<file path="config.mk">
export PLATFORM = sky130hd
export DESIGN_NAME = regfile_wb_arbiter_flat
export DESIGN_NICKNAME = d
export VERILOG_FILES = /design/src/rtl/regfile_wb_arbiter_if.sv /design/src/rtl/regfile_wb_arbiter.sv /design/src/flat_wrapper.sv
export SDC_FILE = /design/constraint.sdc
export NUM_CORES = 1
export LEC_CHECK = 0
export BUFFER_PORTS_ARGS = -buffer_cell sky130_fd_sc_hd__clkbuf_2
export CORE_AREA = 10 10 125 127
export CTS_BUF_LIST = sky130_fd_sc_hd__clkbuf_4 sky130_fd_sc_hd__clkbuf_8
export CTS_CLUSTER_SIZE = 12
export DETAILED_ROUTE_END_ITERATION = 6
export DIE_AREA = 0 0 135 137
export PLACE_DENSITY = 0.8
export REMOVE_ABC_BUFFERS = 1
export SETUP_SLACK_MARGIN = 0.5
export SLEW_MARGIN = 20
export SYNTH_ARGS = -nofsm -noshare
export SYNTH_HDL_FRONTEND = slang
export SYNTH_SLANG_ARGS = --single-unit
</file>
<file path="constraint.sdc">
create_clock -name clk -period 2.2 [get_ports clk]
set_input_delay 0.22 -clock clk [delete_from_list [all_inputs] [get_ports clk]]
set_output_delay 0.22 -clock clk [all_outputs]
set_load 0.05 [all_outputs]
</file>
<file path="src/rtl/regfile_wb_arbiter_if.sv">
// Writeback bus between the two writeback sources, the arbiter and the register-file write port.
// Master is the source/register-file side, slave is the arbiter.
interface regfile_wb_arbiter_if #(
  parameter int DATA_WIDTH = 64,
  parameter int ADDR_WIDTH = 5,
  parameter int CNT_WIDTH  = 16
);
  logic                  valA;
  logic [ADDR_WIDTH-1:0] regA;
  logic [DATA_WIDTH-1:0] dataA;
  logic                  rdyA;
  logic                  valB;
  logic [ADDR_WIDTH-1:0] regB;
  logic [DATA_WIDTH-1:0] dataB;
  logic                  rdyB;
  logic                  hold;
  logic                  write;
  logic [ADDR_WIDTH-1:0] writeReg;
  logic [DATA_WIDTH-1:0] writeData;
  logic                  pendValid;
  logic [ADDR_WIDTH-1:0] pendReg;
  logic [DATA_WIDTH-1:0] pendData;
  logic [CNT_WIDTH-1:0]  cntA;
  logic [CNT_WIDTH-1:0]  cntB;
  logic [CNT_WIDTH-1:0]  cntZero;

  modport master (
    output valA, regA, dataA, valB, regB, dataB, hold,
    input  rdyA, rdyB, write, writeReg, writeData,
    input  pendValid, pendReg, pendData, cntA, cntB, cntZero
  );

  modport slave (
    input  valA, regA, dataA, valB, regB, dataB, hold,
    output rdyA, rdyB, write, writeReg, writeData,
    output pendValid, pendReg, pendData, cntA, cntB, cntZero
  );
endinterface

</file>
<file path="src/rtl/regfile_wb_arbiter.sv">
// Round-robin arbiter sharing the register-file write port between ALU (A) and load (B) writebacks,
// with a one-entry output stage exposed for bypass and per-source transfer statistics.
module regfile_wb_arbiter #(
  parameter int DATA_WIDTH = 64,
  parameter int ADDR_WIDTH = 5,
  parameter int CNT_WIDTH  = 16
) (
  input logic clk,
  input logic rst,
  regfile_wb_arbiter_if.slave bus
);

  typedef enum logic {
    PRIO_A = 1'b0,
    PRIO_B = 1'b1
  } prio_t;

  localparam logic [ADDR_WIDTH-1:0] ZERO_REG = '1;
  localparam logic [CNT_WIDTH-1:0]  CNT_ONE  = {{(CNT_WIDTH-1){1'b0}}, 1'b1};

  logic                  stageValid;
  logic [ADDR_WIDTH-1:0] stageReg;
  logic [DATA_WIDTH-1:0] stageData;
  prio_t                 prio;
  logic [CNT_WIDTH-1:0]  cntA;
  logic [CNT_WIDTH-1:0]  cntB;
  logic [CNT_WIDTH-1:0]  cntZero;

  logic                  canAccept;
  logic                  grantA;
  logic                  grantB;
  logic                  rdyA;
  logic                  rdyB;
  logic                  xferA;
  logic                  xferB;
  logic [ADDR_WIDTH-1:0] selReg;
  logic [DATA_WIDTH-1:0] selData;

  // A contested cycle goes to the source prio favours; a lone requester always wins.
  always_comb begin
    canAccept = !stageValid || !bus.hold;
    grantA    = bus.valA && (!bus.valB || (prio == PRIO_A));
    grantB    = bus.valB && (!bus.valA || (prio == PRIO_B));
    rdyA      = grantA && canAccept;
    rdyB      = grantB && canAccept;
    xferA     = bus.valA && rdyA;
    xferB     = bus.valB && rdyB;
    selReg    = xferB ? bus.regB  : bus.regA;
    selData   = xferB ? bus.dataB : bus.dataA;
  end

  always_ff @(posedge clk) begin
    if (rst) begin
      stageValid <= 1'b0;
      stageReg   <= '0;
      stageData  <= '0;
      prio       <= PRIO_A;
      cntA       <= '0;
      cntB       <= '0;
      cntZero    <= '0;
    end else begin
      if (xferA || xferB) begin
        stageValid <= 1'b1;
        stageReg   <= selReg;
        stageData  <= selData;
        prio       <= xferA ? PRIO_B : PRIO_A;
        if (selReg == ZERO_REG) begin
          cntZero <= cntZero + CNT_ONE;
        end
      end else if (stageValid && !bus.hold) begin
        stageValid <= 1'b0;
      end
      if (xferA) begin
        cntA <= cntA + CNT_ONE;
      end
      if (xferB) begin
        cntB <= cntB + CNT_ONE;
      end
    end
  end

  // Reset discards the staged entry, so the write enable is masked while rst is high.
  assign bus.write     = stageValid && !bus.hold && !rst && (stageReg != ZERO_REG);
  assign bus.writeReg  = stageReg;
  assign bus.writeData = stageData;
  assign bus.pendValid = stageValid;
  assign bus.pendReg   = stageReg;
  assign bus.pendData  = stageData;
  assign bus.rdyA      = rdyA;
  assign bus.rdyB      = rdyB;
  assign bus.cntA      = cntA;
  assign bus.cntB      = cntB;
  assign bus.cntZero   = cntZero;

endmodule
</file>
<file path="src/flat_wrapper.sv">
// flat-port wrapper written by rule: the top's interface ports become plain ports
module regfile_wb_arbiter_flat 
#(
  parameter int DATA_WIDTH = 64,
  parameter int ADDR_WIDTH = 5,
  parameter int CNT_WIDTH  = 16
)
  (clk, rst, bus_valA, bus_regA, bus_dataA, bus_valB, bus_regB, bus_dataB, bus_hold, bus_rdyA, bus_rdyB, bus_write, bus_writeReg, bus_writeData, bus_pendValid, bus_pendReg, bus_pendData, bus_cntA, bus_cntB, bus_cntZero);
  regfile_wb_arbiter_if #(.DATA_WIDTH(DATA_WIDTH), .ADDR_WIDTH(ADDR_WIDTH), .CNT_WIDTH(CNT_WIDTH)) bus_i ();
  input logic clk;
  input logic rst;
  input wire logic [$bits(bus_i.valA)-1:0] bus_valA;
  input wire logic [$bits(bus_i.regA)-1:0] bus_regA;
  input wire logic [$bits(bus_i.dataA)-1:0] bus_dataA;
  input wire logic [$bits(bus_i.valB)-1:0] bus_valB;
  input wire logic [$bits(bus_i.regB)-1:0] bus_regB;
  input wire logic [$bits(bus_i.dataB)-1:0] bus_dataB;
  input wire logic [$bits(bus_i.hold)-1:0] bus_hold;
  output wire logic [$bits(bus_i.rdyA)-1:0] bus_rdyA;
  output wire logic [$bits(bus_i.rdyB)-1:0] bus_rdyB;
  output wire logic [$bits(bus_i.write)-1:0] bus_write;
  output wire logic [$bits(bus_i.writeReg)-1:0] bus_writeReg;
  output wire logic [$bits(bus_i.writeData)-1:0] bus_writeData;
  output wire logic [$bits(bus_i.pendValid)-1:0] bus_pendValid;
  output wire logic [$bits(bus_i.pendReg)-1:0] bus_pendReg;
  output wire logic [$bits(bus_i.pendData)-1:0] bus_pendData;
  output wire logic [$bits(bus_i.cntA)-1:0] bus_cntA;
  output wire logic [$bits(bus_i.cntB)-1:0] bus_cntB;
  output wire logic [$bits(bus_i.cntZero)-1:0] bus_cntZero;
  assign bus_i.valA = bus_valA;
  assign bus_i.regA = bus_regA;
  assign bus_i.dataA = bus_dataA;
  assign bus_i.valB = bus_valB;
  assign bus_i.regB = bus_regB;
  assign bus_i.dataB = bus_dataB;
  assign bus_i.hold = bus_hold;
  assign bus_rdyA = bus_i.rdyA;
  assign bus_rdyB = bus_i.rdyB;
  assign bus_write = bus_i.write;
  assign bus_writeReg = bus_i.writeReg;
  assign bus_writeData = bus_i.writeData;
  assign bus_pendValid = bus_i.pendValid;
  assign bus_pendReg = bus_i.pendReg;
  assign bus_pendData = bus_i.pendData;
  assign bus_cntA = bus_i.cntA;
  assign bus_cntB = bus_i.cntB;
  assign bus_cntZero = bus_i.cntZero;
  regfile_wb_arbiter #(.DATA_WIDTH(DATA_WIDTH), .ADDR_WIDTH(ADDR_WIDTH), .CNT_WIDTH(CNT_WIDTH)) u_core (.clk(clk), .rst(rst), .bus(bus_i));
endmodule
</file>
==> run metrics <==
synth-to-layout area growth 51.1%; final core occ 0.689; CTS clock-pin slew for the worst setup and hold paths 0.07 ns; Root Buffer Master clkbuf_8; reg2reg setup slack 0.43 ns; # rows 42; Yosys top cell area share 0.399; cts bufs inserted 17; NetSw 0.00257 W; WP data arrival 2.15 ns; RR Startpoint u_core.bus.pendValid; clock latency on the worst-skew pair 0.45 ns; RSZ-0062 raised after global routing yes; switching part of the total 0.381; CTS tree done; fin nets 1245; WL/cell 20.5 um; die height 137 um; initial antenna violation count 1; vias in the first global route 6859; via count 7177; final hold vios 0; library cells used by synthesis 39; syn avg cell area 7.94 um^2; Vias/cell 5.57; WP data required 2.58 ns; reg2reg path depth 4; Hold Crit Class in2reg; gr usage total 0.259; Seq pwr share 0.363; CP Capture Type flop; number of DRC markers in iteration 0 591; Slew @ Worst Pin 0.580 ns; status finished clean; most frequent cells after synthesis 157 x nand2_1, 119 x dfxtp_1, 100 x nor2_1; Post-Syn Area 0.00597 mm^2; GRT overflow 0; Fin Clk Skew 0.00859 ns; placer congestion estimate 0.849; I/O pin total 333; total negative slack 0 ns; CP Launch Point u_core.bus.pendValid; top cells by area, synth dfxtp_1 40%, a311oi_1 10%, nand2_1 9.9%, buf_4 9.1%, nor2_1 6.3%; register area share after synthesis 0.399; MaxCap Viol Count 0; Worst setup endpoint u_core.bus.cntB[14]; Post-synth ARST share 0; Cells on Worst Hold Path 3; crit share post-route 0.803; Starting Density 0.456; first-pass GRT wire length 37800 um; TritonRoute pass-1 iters 5; combinational group share of total power 0.314; Slew Limit Fails 0; Post-DP HPWL 16100 um; Crit Path Category reg2reg; fin crit period 1.77 ns; die width 135 um; P_int 0.00416 W; # fillers 940; fmax 566 MHz; worst reg2reg path endpoint u_core.bus.cntB[14]; port bufs 332; Post-Syn Instances 751; count leader, synth nand2_1; Bufs on Longest Clock Path 2; Clock Sink Count 119; Leak 4.20 nW; final setup fails 0; cell taking the most area after synthesis dfxtp_1; share of layout cells above drive strength 1 0.419; Yosys warning total 0; worst rel slew slack 0.609; predominant post-synthesis flop cell dfxtp_1; largest net degree at the start of global routing 139; post-route ant nets 0; Die ar. 0.0185 mm^2; Power Density 746 mW/mm^2; worst vdd ir 0.499 mV; Clock power frac 0.323; kind of launch point of the worst setup path flop; Remaining DRCs 0; Worst Path Max Fanout 7; #FFs+latches synth 119; Post-Route WL 26500 um; number of synthesized flops with an enable pin 0; Core Area 0.0131 mm^2; H-Tree Depth 4
[final cells by class]
class / count / area [um^2] / area share
antenna: 2 / 5.00 / 0.000555
multi-input combinational: 505 / 3040 / 0.337
tap: 176 / 220 / 0.0244
inverter: 9 / 36.3 / 0.00403
clock inverter: 8 / 118 / 0.0131
clock buffer: 23 / 317 / 0.0351
sequential: 119 / 2400 / 0.266
timing repair buffer: 447 / 2880 / 0.319
[power by group through the flow]
stage                     Clock (W)  Combinational [W]  Sequential (W)
after global routing        0.00227            0.00220         0.00245
final                       0.00217            0.00211         0.00244
after CTS                   0.00218            0.00200         0.00243
after detailed placement          0            0.00183         0.00248
after global placement            0            0.00182         0.00247
after floorplan                   0           0.000382         0.00336
[per-stage QoR]
step                std cells  worst slack, ns  total power (W)  hold WS (ns)  instance area, um^2
finish                   1289            0.434          0.00673        0.0144                 9010
CTS                      1274            0.440          0.00661      0.000118                 8760
global placement         1151            0.278          0.00429         0.467                 7280
detailed placement       1151            0.213          0.00431         0.471                 7280
floorplan                 632            -5.56          0.00374         0.289                 5240
global route             1288            0.370          0.00692       0.00217                 9010
[cells by family (layout without fill, tap and decap cells)]
group           after synthesis  in the layout  share of synthesized area
buf+inv                     128            487                      0.127
other cells                   0              2                          0
simple gates                342            343                      0.253
xor+xnor                     12             12                     0.0176
mux                          17             17                     0.0317
fa+ha+maj                     3              3                    0.00629
flops                       119            119                      0.399
compound gates              130            130                      0.165
[layout by cell type, fill, tap and decap left out, types with 4 or more instances in the layout]
cell type      netlist  final
a211oi_2             0      6
a21oi_1             29     25
a21oi_2              0      4
a311oi_1            69     63
a311oi_2             0      6
and3_1               6      6
and4_1               6      4
buf_12               0      4
buf_4               72     24
buf_6                0      7
clkbuf_2             1    328
clkbuf_8             0     24
clkinv_2             0      4
dfxtp_1            119    108
dfxtp_2              0      9
dlygate4sd3_1        0     79
inv_1                8      8
mux2_2              15     15
nand2_1            157    154
nand3_1             16     14
nand4_1             13     13
nor2_1             100    100
nor2b_1             14     13
o21ai_0             10     10
o31ai_1              9      9
or3_1                9      7
or4_1                9      7
xnor2_1              8      8
xor2_1               4      4
[registers in the layout, indices dropped and copies added (netlist names)]
register / flops
u_core.bus.pendData: 64
u_core.bus.cntA: 16
u_core.bus.cntB: 16
u_core.bus.cntZero: 16
u_core.bus.pendReg: 5
u_core.bus.pendValid: 1
u_core.prio: 1
[critical path, cell delays in order (launching register included)]
cell and delay (ns):
dfxtp_4 0.39, a21bo_4 0.24, or3_4 0.42, or4_4 0.49
a21oi_2 0.15
[metal layers]
layer | vias to the layer above | GRT usage | routed length [um]
met5 | - | 0 | 0
met4 | 0 | 0.117 | 852
li1 | 3267 | - | -
met2 | 492 | 0.445 | 13200
met1 | 3350 | 0.271 | 9240
met3 | 68 | 0.110 | 3170
[worst min-delay path by stage]
stage	endpoint	slack (ns)	startpoint
2_1_floorplan	u_core.bus.cntA[10]	0.29	rst
3_3_place_gp	u_core.bus.pendData[46]	0.47	bus_dataB[46]
3_5_place_dp	u_core.bus.cntB[15]	0.47	u_core.bus.cntB[15]
4_1_cts	u_core.bus.pendData[52]	0.0001	bus_dataB[52]
5_1_grt	u_core.bus.pendData[52]	0.002	bus_dataB[52]
6_report	u_core.bus.pendData[52]	0.01	bus_dataB[52]
[timing repair]
action / in CTS / in global routing
buffers inserted: 11 / 11
gates cloned: 2 / 2
setup endpoints to repair: 96 / 77
hold endpoints to repair: 49 / 0
hold buffers: 79 / 0
pin swaps: 10 / 11
gates resized for setup: 35 / 36
(Power assumes the default switching activity.)
